--- config.mk ---
export PLATFORM = sky130hd
export DESIGN_NAME = alu_operand_loader_flat
export DESIGN_NICKNAME = d
export VERILOG_FILES = /design/src/rtl/alu_operand_loader_if.sv /design/src/rtl/alu_operand_loader.sv /design/src/flat_wrapper.sv
export SDC_FILE = /design/constraint.sdc
export NUM_CORES = 1
export LEC_CHECK = 0
export CORE_MARGIN = 3
export CORE_UTILIZATION = 35
export DETAILED_ROUTE_END_ITERATION = 8
export PLACE_DENSITY_LB_ADDON = 0.3
export SKIP_LAST_GASP = 1
export SLEW_MARGIN = 15
export SYNTH_ARGS = -nofsm -noshare
export SYNTH_HDL_FRONTEND = slang
export SYNTH_SLANG_ARGS = --single-unit
--- constraint.sdc ---
create_clock -name clk -period 1.9 [get_ports clk]
set_input_delay 0.475 -clock clk [delete_from_list [all_inputs] [get_ports clk]]
set_output_delay 0.475 -clock clk [all_outputs]
set_load 0.005 [all_outputs]
--- src/rtl/alu_operand_loader_if.sv ---
// Handshake bus between the operand loader, its upstream beat source and the ALU consumer.
//   din/din_valid/din_ready : narrow input beat channel (A, B, opcode)
//   a/b/op/out_valid/out_ready : captured transaction presented to the ALU
interface alu_operand_loader_if #(
    parameter int unsigned WIDTH = 6,
    parameter int unsigned OPW   = 3
);
    logic [WIDTH-1:0] din;
    logic             din_valid;
    logic             din_ready;
    logic [WIDTH-1:0] a;
    logic [WIDTH-1:0] b;
    logic [OPW-1:0]   op;
    logic             out_valid;
    logic             out_ready;

    // Upstream/consumer side: drives beats and consumes the transaction
    modport master (
        output din, din_valid, out_ready,
        input  din_ready, a, b, op, out_valid
    );

    // Loader side
    modport slave (
        input  din, din_valid, out_ready,
        output din_ready, a, b, op, out_valid
    );
endinterface

--- src/rtl/alu_operand_loader.sv ---
// Operand-capture stage for the Mini ALU: collects A, B and opcode beats from a
// narrow bus, then holds them stable with out_valid until the ALU consumes them.
//   clk, rst_n : clock and asynchronous active-low reset
//   abort      : synchronous restart of the current transaction (highest priority)
//   bus        : beat input channel and captured-transaction output channel
//   phase      : current state encoding (S_A=0, S_B=1, S_OP=2, S_HOLD=3)
//   busy       : a transaction is partially or fully loaded
//   txn_count  : wrapping count of consumed transactions
module alu_operand_loader #(
    parameter int unsigned WIDTH = 6,
    parameter int unsigned OPW   = 3
) (
    input  logic                       clk,
    input  logic                       rst_n,
    input  logic                       abort,
    alu_operand_loader_if.slave        bus,
    output logic [1:0]                 phase,
    output logic                       busy,
    output logic [7:0]                 txn_count
);

    localparam int unsigned CNT_W = 8;

    typedef enum logic [1:0] {
        S_A    = 2'b00,
        S_B    = 2'b01,
        S_OP   = 2'b10,
        S_HOLD = 2'b11
    } state_e;

    state_e           state_q, state_d;
    logic [WIDTH-1:0] a_q, a_d;
    logic [WIDTH-1:0] b_q, b_d;
    logic [OPW-1:0]   op_q, op_d;
    logic             out_valid_q, out_valid_d;
    logic [CNT_W-1:0] txn_count_q, txn_count_d;
    logic             din_ready_c;

    // Input channel is open in every loading state
    assign din_ready_c = (state_q != S_HOLD);

    // State register
    always_ff @(posedge clk or negedge rst_n) begin
        if (!rst_n) begin
            state_q     <= S_A;
            a_q         <= '0;
            b_q         <= '0;
            op_q        <= '0;
            out_valid_q <= 1'b0;
            txn_count_q <= '0;
        end else begin
            state_q     <= state_d;
            a_q         <= a_d;
            b_q         <= b_d;
            op_q        <= op_d;
            out_valid_q <= out_valid_d;
            txn_count_q <= txn_count_d;
        end
    end

    // Next-state and capture logic; abort overrides any beat or consumption
    always_comb begin
        state_d     = state_q;
        a_d         = a_q;
        b_d         = b_q;
        op_d        = op_q;
        out_valid_d = out_valid_q;
        txn_count_d = txn_count_q;

        if (abort) begin
            state_d     = S_A;
            out_valid_d = 1'b0;
        end else begin
            unique case (state_q)
                S_A: begin
                    if (bus.din_valid) begin
                        a_d     = bus.din;
                        state_d = S_B;
                    end
                end
                S_B: begin
                    if (bus.din_valid) begin
                        b_d     = bus.din;
                        state_d = S_OP;
                    end
                end
                S_OP: begin
                    if (bus.din_valid) begin
                        op_d        = bus.din[OPW-1:0];
                        state_d     = S_HOLD;
                        out_valid_d = 1'b1;
                    end
                end
                S_HOLD: begin
                    if (bus.out_ready) begin
                        state_d     = S_A;
                        out_valid_d = 1'b0;
                        txn_count_d = txn_count_q + CNT_W'(1);
                    end
                end
                default: state_d = S_A;
            endcase
        end
    end

    assign bus.din_ready = din_ready_c;
    assign bus.a         = a_q;
    assign bus.b         = b_q;
    assign bus.op        = op_q;
    assign bus.out_valid = out_valid_q;
    assign phase         = state_q;
    assign busy          = (state_q != S_A);
    assign txn_count     = txn_count_q;

endmodule

--- src/flat_wrapper.sv ---
// flat-port wrapper written by rule: the top's interface ports become plain ports
module alu_operand_loader_flat 
#(
    parameter int unsigned WIDTH = 6,
    parameter int unsigned OPW   = 3
)
  (clk, rst_n, abort, phase, busy, txn_count, bus_din, bus_din_valid, bus_out_ready, bus_din_ready, bus_a, bus_b, bus_op, bus_out_valid);
  alu_operand_loader_if #(.WIDTH(WIDTH), .OPW(OPW)) bus_i ();
  input  logic clk;
  input  logic rst_n;
  input  logic abort;
  output logic [1:0] phase;
  output logic busy;
  output logic [7:0] txn_count;
  input wire logic [$bits(bus_i.din)-1:0] bus_din;
  input wire logic [$bits(bus_i.din_valid)-1:0] bus_din_valid;
  input wire logic [$bits(bus_i.out_ready)-1:0] bus_out_ready;
  output wire logic [$bits(bus_i.din_ready)-1:0] bus_din_ready;
  output wire logic [$bits(bus_i.a)-1:0] bus_a;
  output wire logic [$bits(bus_i.b)-1:0] bus_b;
  output wire logic [$bits(bus_i.op)-1:0] bus_op;
  output wire logic [$bits(bus_i.out_valid)-1:0] bus_out_valid;
  assign bus_i.din = bus_din;
  assign bus_i.din_valid = bus_din_valid;
  assign bus_i.out_ready = bus_out_ready;
  assign bus_din_ready = bus_i.din_ready;
  assign bus_a = bus_i.a;
  assign bus_b = bus_i.b;
  assign bus_op = bus_i.op;
  assign bus_out_valid = bus_i.out_valid;
  alu_operand_loader #(.WIDTH(WIDTH), .OPW(OPW)) u_core (.clk(clk), .rst_n(rst_n), .abort(abort), .bus(bus_i), .phase(phase), .busy(busy), .txn_count(txn_count));
endmodule
==> run summary, run 1 <==
num ports -> 39
RePlAce Congestion -> 0.823
Mapped Nets -> 106
Max VDD drop -> 0.638 mV
number of global-route vias before repair -> 880
Post-synth EDFFs -> 0
initial antenna violation count -> 0
Reg2Reg Depth -> 5
kind of critical path -> reg2out
diode count -> 0
clock-pin slew on the worst setup and hold paths -> 130 ps
CTS H-tree depth -> 1
non-filler cells, final -> 179
Avg Synthesized Cell Area -> 13.0 um^2
drt pass-1 iters -> 3
status -> finished, final reports clean
final period utilization -> 0.991
Hold Path Stages -> 1
Post-synth top flop -> dfrtp_1
final global-route overflow total -> 0
Synth top cells by count -> dfrtp_1 (26), mux2_2 (15), nand2_1 (10), inv_1 (6), ha_1 (5)
Synth Instances -> 90
Syn-to-layout area delta -> 41.9%
crit path launch type -> flop
worst setup margin -> 16.9 ps
Initial DRC Count -> 37
post-DR vias/cell -> 4.55
Hold Crit Class -> reg2reg
final WL -> 2300 um
area fraction of the dominant cell type after synthesis -> 0.554
clock tree buffer depth -> 2
worst reg2reg startpoint -> u_core.phase[1]$_DFFE_PN0P_
area leader, netlist -> dfrtp_1
Tot Pwr -> 0.00170 W
TritonCTS Sinks -> 26
synth unique cells -> 24
first-pass GRT wire length -> 4090 um
leakage power -> 0.767 nW
CP startpoint -> u_core.phase[0]$_DFFE_PN0P_
dpl cells -> 174
CTS buffer count -> 3
Seq/Total Area, Yosys -> 0.554
Clock Latency Late Sink -> 310 ps
Setup violations, final -> 0
Critical Path Max Stage Delay -> 430 ps
Die Area -> 4080 um^2
Hold Vio Cnt, Final -> 0
most common cell in the netlist -> dfrtp_1
DP HPWL -> 1770 um
CTS root buf -> clkbuf_4
fraction of registers with async set/reset -> 1.00
Nets -> 153
Std-Cell Rows -> 20
mean routed wirelength per cell -> 12.8 um
largest net degree at the start of global routing -> 27
layout cell share with drive strength beyond 1 -> 0.200
Initial Utilization -> 0.375
worst slew pin tran -> 324 ps
Die Span X -> 63.9 um
Critical Path RT -> 1420 ps
f_max -> 531 MHz
hold-fix buffer count after cts -> 0
Die H -> 63.9 um
via count -> 814
fillers -> 286
pwr/cell area -> 1020 nW/um^2
Post-Syn Area -> 1170 um^2
pre-CTS setup slack -> -38.9 ps
worst clock skew -> 1.77 ps
crit path max fanout -> 3
GRT Overall Usage -> 0.126
number of max-cap violations -> 0
Slew headroom -> 0.784
Slowest-stage cell, CP -> dfrtp_1
DRC errors left -> 0
DRT antenna net count -> 0
worst path cell trace -> buf_4, ha_1, inv_1, dlygate4sd2_1
Synth Warn # -> 0
I/O Buffers -> 38
Setup crit end kind -> output pin
Hold Startpoint -> u_core.txn_count[7]$_DFFE_PN0P_
area of the core -> 3130 um^2
register bit total from synthesis -> 26
TritonCTS clock tree -> built
RSZ-0062 raised after global routing -> true
Synth area leaders -> dfrtp_1 (55%), mux2_2 (14%), ha_1 (5.3%)
CP arrival -> 1410 ps
Tmin final -> 1880 ps
Slew Viols, Final -> 0
Core Util, Final -> 0.532
-- logic make-up (layout without fill, tap and decap cells) --
kind of cell    count (synthesis)  in the layout  synth area share
fa+ha+maj                       5              5            0.0533
xor+xnor                        7              7            0.0522
compound gates                  6              6            0.0362
flops                          26             26             0.554
mux                            16             16             0.152
simple gates                   24             24             0.132
buf+inv                         6             51            0.0192
-- routing by layer --
layer | vias up | part of all wire | routed length, um | GRT usage
li1 | 400 | - | - | -
met1 | 387 | 0.46 | 1070 | 0.169
met2 | 25 | 0.47 | 1070 | 0.197
met3 | 2 | 0.064 | 146 | 0.0457
met4 | 0 | 0.0057 | 13 | 0.0243
met5 | - | 0 | 0 | 0
-- area by class of cell --
type	instances	area (um^2)	area share
Inverter	6	22.5	0.0135
Tap cell	44	55.1	0.0331
Clock buffer	3	22.5	0.0135
Multi-Input combinational cell	58	503	0.302
Timing Repair Buffer	42	412	0.247
Sequential cell	26	651	0.391
-- per-stage QoR --
stage / hold slack [ps] / TNS, ps / instance area (um^2)
after global placement: 460 / -169 / 1620
final: 480 / 0 / 1670
after global routing: 520 / -69.0 / 1670
after detailed placement: 469 / -376 / 1620
after floorplan: 179 / 0 / 1170
after CTS: 487 / -163 / 1650
-- cell usage in the layout (no fill, tap or decap), drive strengths merged --
cell            n
mux2           15
ha              5
nand2          10
buf             4
a2bb2oi         1
nand2b          2
xor2            3
a21oi           1
inv             6
dfrtp          26
nand3           2
clkbuf          3
o221ai          1
nor4            1
dlygate4sd2     1
mux2i           1
nand3b          1
o31ai           1
dlymetal6s2s    1
a21o            1
clkdlybuf4s50  36
nand4           1
nor2            1
o21ai           1
xnor2           4
nor2b           2
and3b           1
nor3            3
-- worst max-delay path: cells and delay by family (launching register included) --
| kind | cells | cell delay, ps |
|---|---|---|
| flip-flops | 1 | 430 |
| adder cells (fa/ha/maj) | 1 | 200 |
| buffers and inverters | 3 | 480 |
-- where the power goes --
group	switching, W	leakage (nW)	internal [W]	total, W
clock network	0.000150	0.0138	0.0000741	0.000224
logic	0.000202	0.427	0.000462	0.000665
registers	0.0000960	0.326	0.000715	0.000811
total	0.000448	0.767	0.00125	0.00170
-- registers in the layout, indices dropped and copies added, names as in the netlist --
name	cells
u_core.bus.op	3
u_core.txn_count	8
u_core.phase	2
u_core.bus.b	6
u_core.bus.a	6
u_core.bus.out_valid	1
-- path summary, 6_finish.rpt --
kind                                                     to  slack [ps]
hold reg to reg             u_core.txn_count[7]$_DFFE_PN0P_         480
setup reg to reg                u_core.phase[1]$_DFFE_PN0P_         320
min in group asynchronous  u_core.bus.out_valid$_DFFE_PN0P_         510
setup / recovery                              bus_din_ready          20
hold / removal              u_core.txn_count[7]$_DFFE_PN0P_         480
max in group asynchronous       u_core.bus.b[0]$_DFFE_PN0P_        1140
-- repair_timing --
action / 4_1_cts / 5_1_grt
pin swaps: 0 / 0
gates cloned: 0 / 0
buffers inserted: 0 / 2
gates resized for setup: 3 / 1
setup endpoints to repair: 2 / 1
No activity file was read; power rests on OpenSTA's default activity.
==> run 2: changes to the inputs <==
- CORE_UTILIZATION: 35 -> 30
- CTS_CLUSTER_SIZE: default -> 25
- DONT_BUFFER_PORTS: default -> 1
==> run 2 against run 1 <==
  * Routed wire length decreased by 4.0%
  * Critical endpoint unchanged
  * Design area is 20% lower
  * First-iteration DRC count down 43%
  * Sequential cell count unchanged
==> run summary, run 2 (synthesis results as in run 1) <==
fillers -> 370 (+29%)
kind of critical path -> reg2out
largest net degree at the start of global routing -> 27 (unchanged)
area of the core -> 3720 um^2 (+19%)
Initial DRC Count -> 21 (-43%)
Std-Cell Rows -> 22 (+10%)
leakage power -> 0.628 nW (-18%)
via count -> 693 (-15%)
sw frac -> 0.263 (-0.000335)
r2r setup slk -> 390 ps (+70 ps)
Hold Path Stages -> 1 (unchanged)
Nets -> 113 (-26%)
Setup crit end kind -> output pin
worst clock skew -> 4.09 ps (+2.31 ps)
pwr/cell area -> 1180 nW/um^2 (+15%)
max reg flops -> 8 (unchanged)
TritonCTS clock tree -> built
Syn-to-layout area delta -> 13.8%
sw power -> 0.000414 W (-7.7%)
clock-pin slew on the worst setup and hold paths -> 90 ps (-40 ps)
worst setup margin -> 294 ps (+277 ps)
Internal -> 0.00116 W (-7.5%)
CTS root buf -> clkbuf_8
Core Util, Final -> 0.359 (-0.173)
non-filler cells, final -> 144 (-20%)
Setup violations, final -> 0 (unchanged)
post-CTS sizing -> 0 (-3)
RePlAce Congestion -> 0.722 (-12%)
num ports -> 39 (unchanged)
Hold Vio Cnt, Final -> 0 (unchanged)
Slew headroom -> 0.790 (+0.00586)
dpl cells -> 138 (-21%)
Slew Viols, Final -> 0 (unchanged)
Hold Startpoint -> abort
Max VDD drop -> 0.528 mV (-17%)
Seq pwr share -> 0.548 (+0.071)
Die H -> 68.5 um (+7.3%)
RSZ-0062 raised after global routing -> false
final period utilization -> 0.845 (-0.146)
DRC errors left -> 0 (unchanged)
Clock Latency Late Sink -> 270 ps (-40 ps)
Reg2Reg Depth -> 5 (unchanged)
pre-CTS setup slack -> 377 ps (+416 ps)
CTS H-tree depth -> 1 (unchanged)
worst-case hold path end point -> u_core.bus.out_valid$_DFFE_PN0P_
DP HPWL -> 1630 um (-7.6%)
f_max -> 623 MHz (+17%)
worst reg2reg startpoint -> u_core.phase[0]$_DFFE_PN0P_
clock share of power -> 0.290 (+0.158)
final global-route overflow total -> 0 (unchanged)
Initial Utilization -> 0.316 (-0.0594)
I/O Buffers -> 0 (-100%)
first-pass GRT wire length -> 3520 um (-14%)
setup TNS -> 0 ps (unchanged)
commonest cells after routing, fill and taps aside -> dfrtp_1 (26), mux2_2 (15), nand2_1 (10), inv_1 (6), ha_1 (5)
most common cell after layout, fill and taps aside -> dfrtp_1
TritonCTS Sinks -> 26 (unchanged)
CP arrival -> 1130 ps (-280 ps)
crit path launch type -> flop
Tot Pwr -> 0.00157 W (-7.5%)
layout cell share with drive strength beyond 1 -> 0.240 (+0.0396)
Critical Path RT -> 1420 ps (about the same)
DRT antenna net count -> 0 (unchanged)
diode count -> 0 (unchanged)
GRT Overall Usage -> 0.102 (-0.0246)
mean routed wirelength per cell -> 15.3 um (+19%)
number of global-route vias before repair -> 738 (-16%)
final WL -> 2200 um (-4.0%)
drt pass-1 iters -> 6 (+3)
reg-to-reg endpoint -> u_core.phase[1]$_DFFE_PN0P_
status -> finished, final reports clean
worst slew pin tran -> 314 ps (-9.55 ps)
crit path max fanout -> 5 (+2)
Die Span X -> 68.5 um (+7.3%)
Tmin final -> 1610 ps (-277 ps)
Hold Crit Class -> in2reg
post-DR vias/cell -> 4.81 (+5.8%)
number of max-cap violations -> 0 (unchanged)
clock tree buffer depth -> 2 (unchanged)
CTS buffer count -> 3 (unchanged)
Die Area -> 4700 um^2 (+15%)
Comb power frac -> 0.163 (-0.228)
initial antenna violation count -> 0 (unchanged)
[run 2: cell types whose count changed in the layout (fill, tap and decap cells not counted), moves of 3 or more]
cell	delta
clkdlybuf4s50_1	-36
buf_4	-4
clkbuf_4	-3
clkbuf_8	+3
[run 2: final cells by class]
cell class	instances	area, um^2	area share
sequential	26	651	0.487
multi-input combinational	58	500	0.375
tap	48	60.1	0.0450
clock buffer	3	41.3	0.0309
clock inverter	1	30.0	0.0225
timing repair buffer	2	30.0	0.0225
inverter	6	22.5	0.0169
[run 2: power by group through the flow]
stage / Combinational (W) / Clock [W] / Sequential [W]
after floorplan: 0.000217 / 0 / 0.000830
after global placement: 0.000235 / 0 / 0.000873
after detailed placement: 0.000243 / 0 / 0.000878
after CTS: 0.000259 / 0.000480 / 0.000866
after global routing: 0.000294 / 0.000511 / 0.000891
final: 0.000256 / 0.000456 / 0.000860
[run 2: layer usage]
layer | part of all wire | GRT usage | wire, um | up-vias
li1 | - | - | - | 317
met5 | 0 | 0 | 0 | -
met2 | 0.50 | 0.174 | 1100 | 36
met1 | 0.37 | 0.108 | 816 | 340
met4 | 0 | 0.0149 | 0 | 0
met3 | 0.13 | 0.0632 | 284 | 0
[run 2: how the worst max path moves through the flow]
stage                     slack [ps]                          end                        start
after floorplan                  520  u_core.phase[1]$_DFFE_PN0P_  u_core.phase[0]$_DFFE_PN0P_
after global placement           400  u_core.bus.a[5]$_DFFE_PN0P_  u_core.phase[1]$_DFFE_PN0P_
after detailed placement         380  u_core.bus.a[5]$_DFFE_PN0P_  u_core.phase[1]$_DFFE_PN0P_
after CTS                        270                bus_din_ready  u_core.phase[1]$_DFFE_PN0P_
after global routing             190                bus_din_ready  u_core.phase[1]$_DFFE_PN0P_
final                            290                bus_din_ready  u_core.phase[1]$_DFFE_PN0P_
[run 2: per-stage QoR]
step                hold WS, ps  instance area [um^2]
global placement            180                  1230
CTS                        4.85                  1330
detailed placement          180                  1230
floorplan                   179                  1170
global route                238                  1340
finish                      258                  1340
[run 2: repair_timing]
item / CTS / global route
buffers inserted: 0 / 0
endpoints found under the hold margin: 26 / 26
hold buffers: 1 / 1
[run 2: worst max-delay path, stage by stage (launching register included)]
cell and delay (ps):
dfrtp_1 450, ha_1 280, inv_1 130
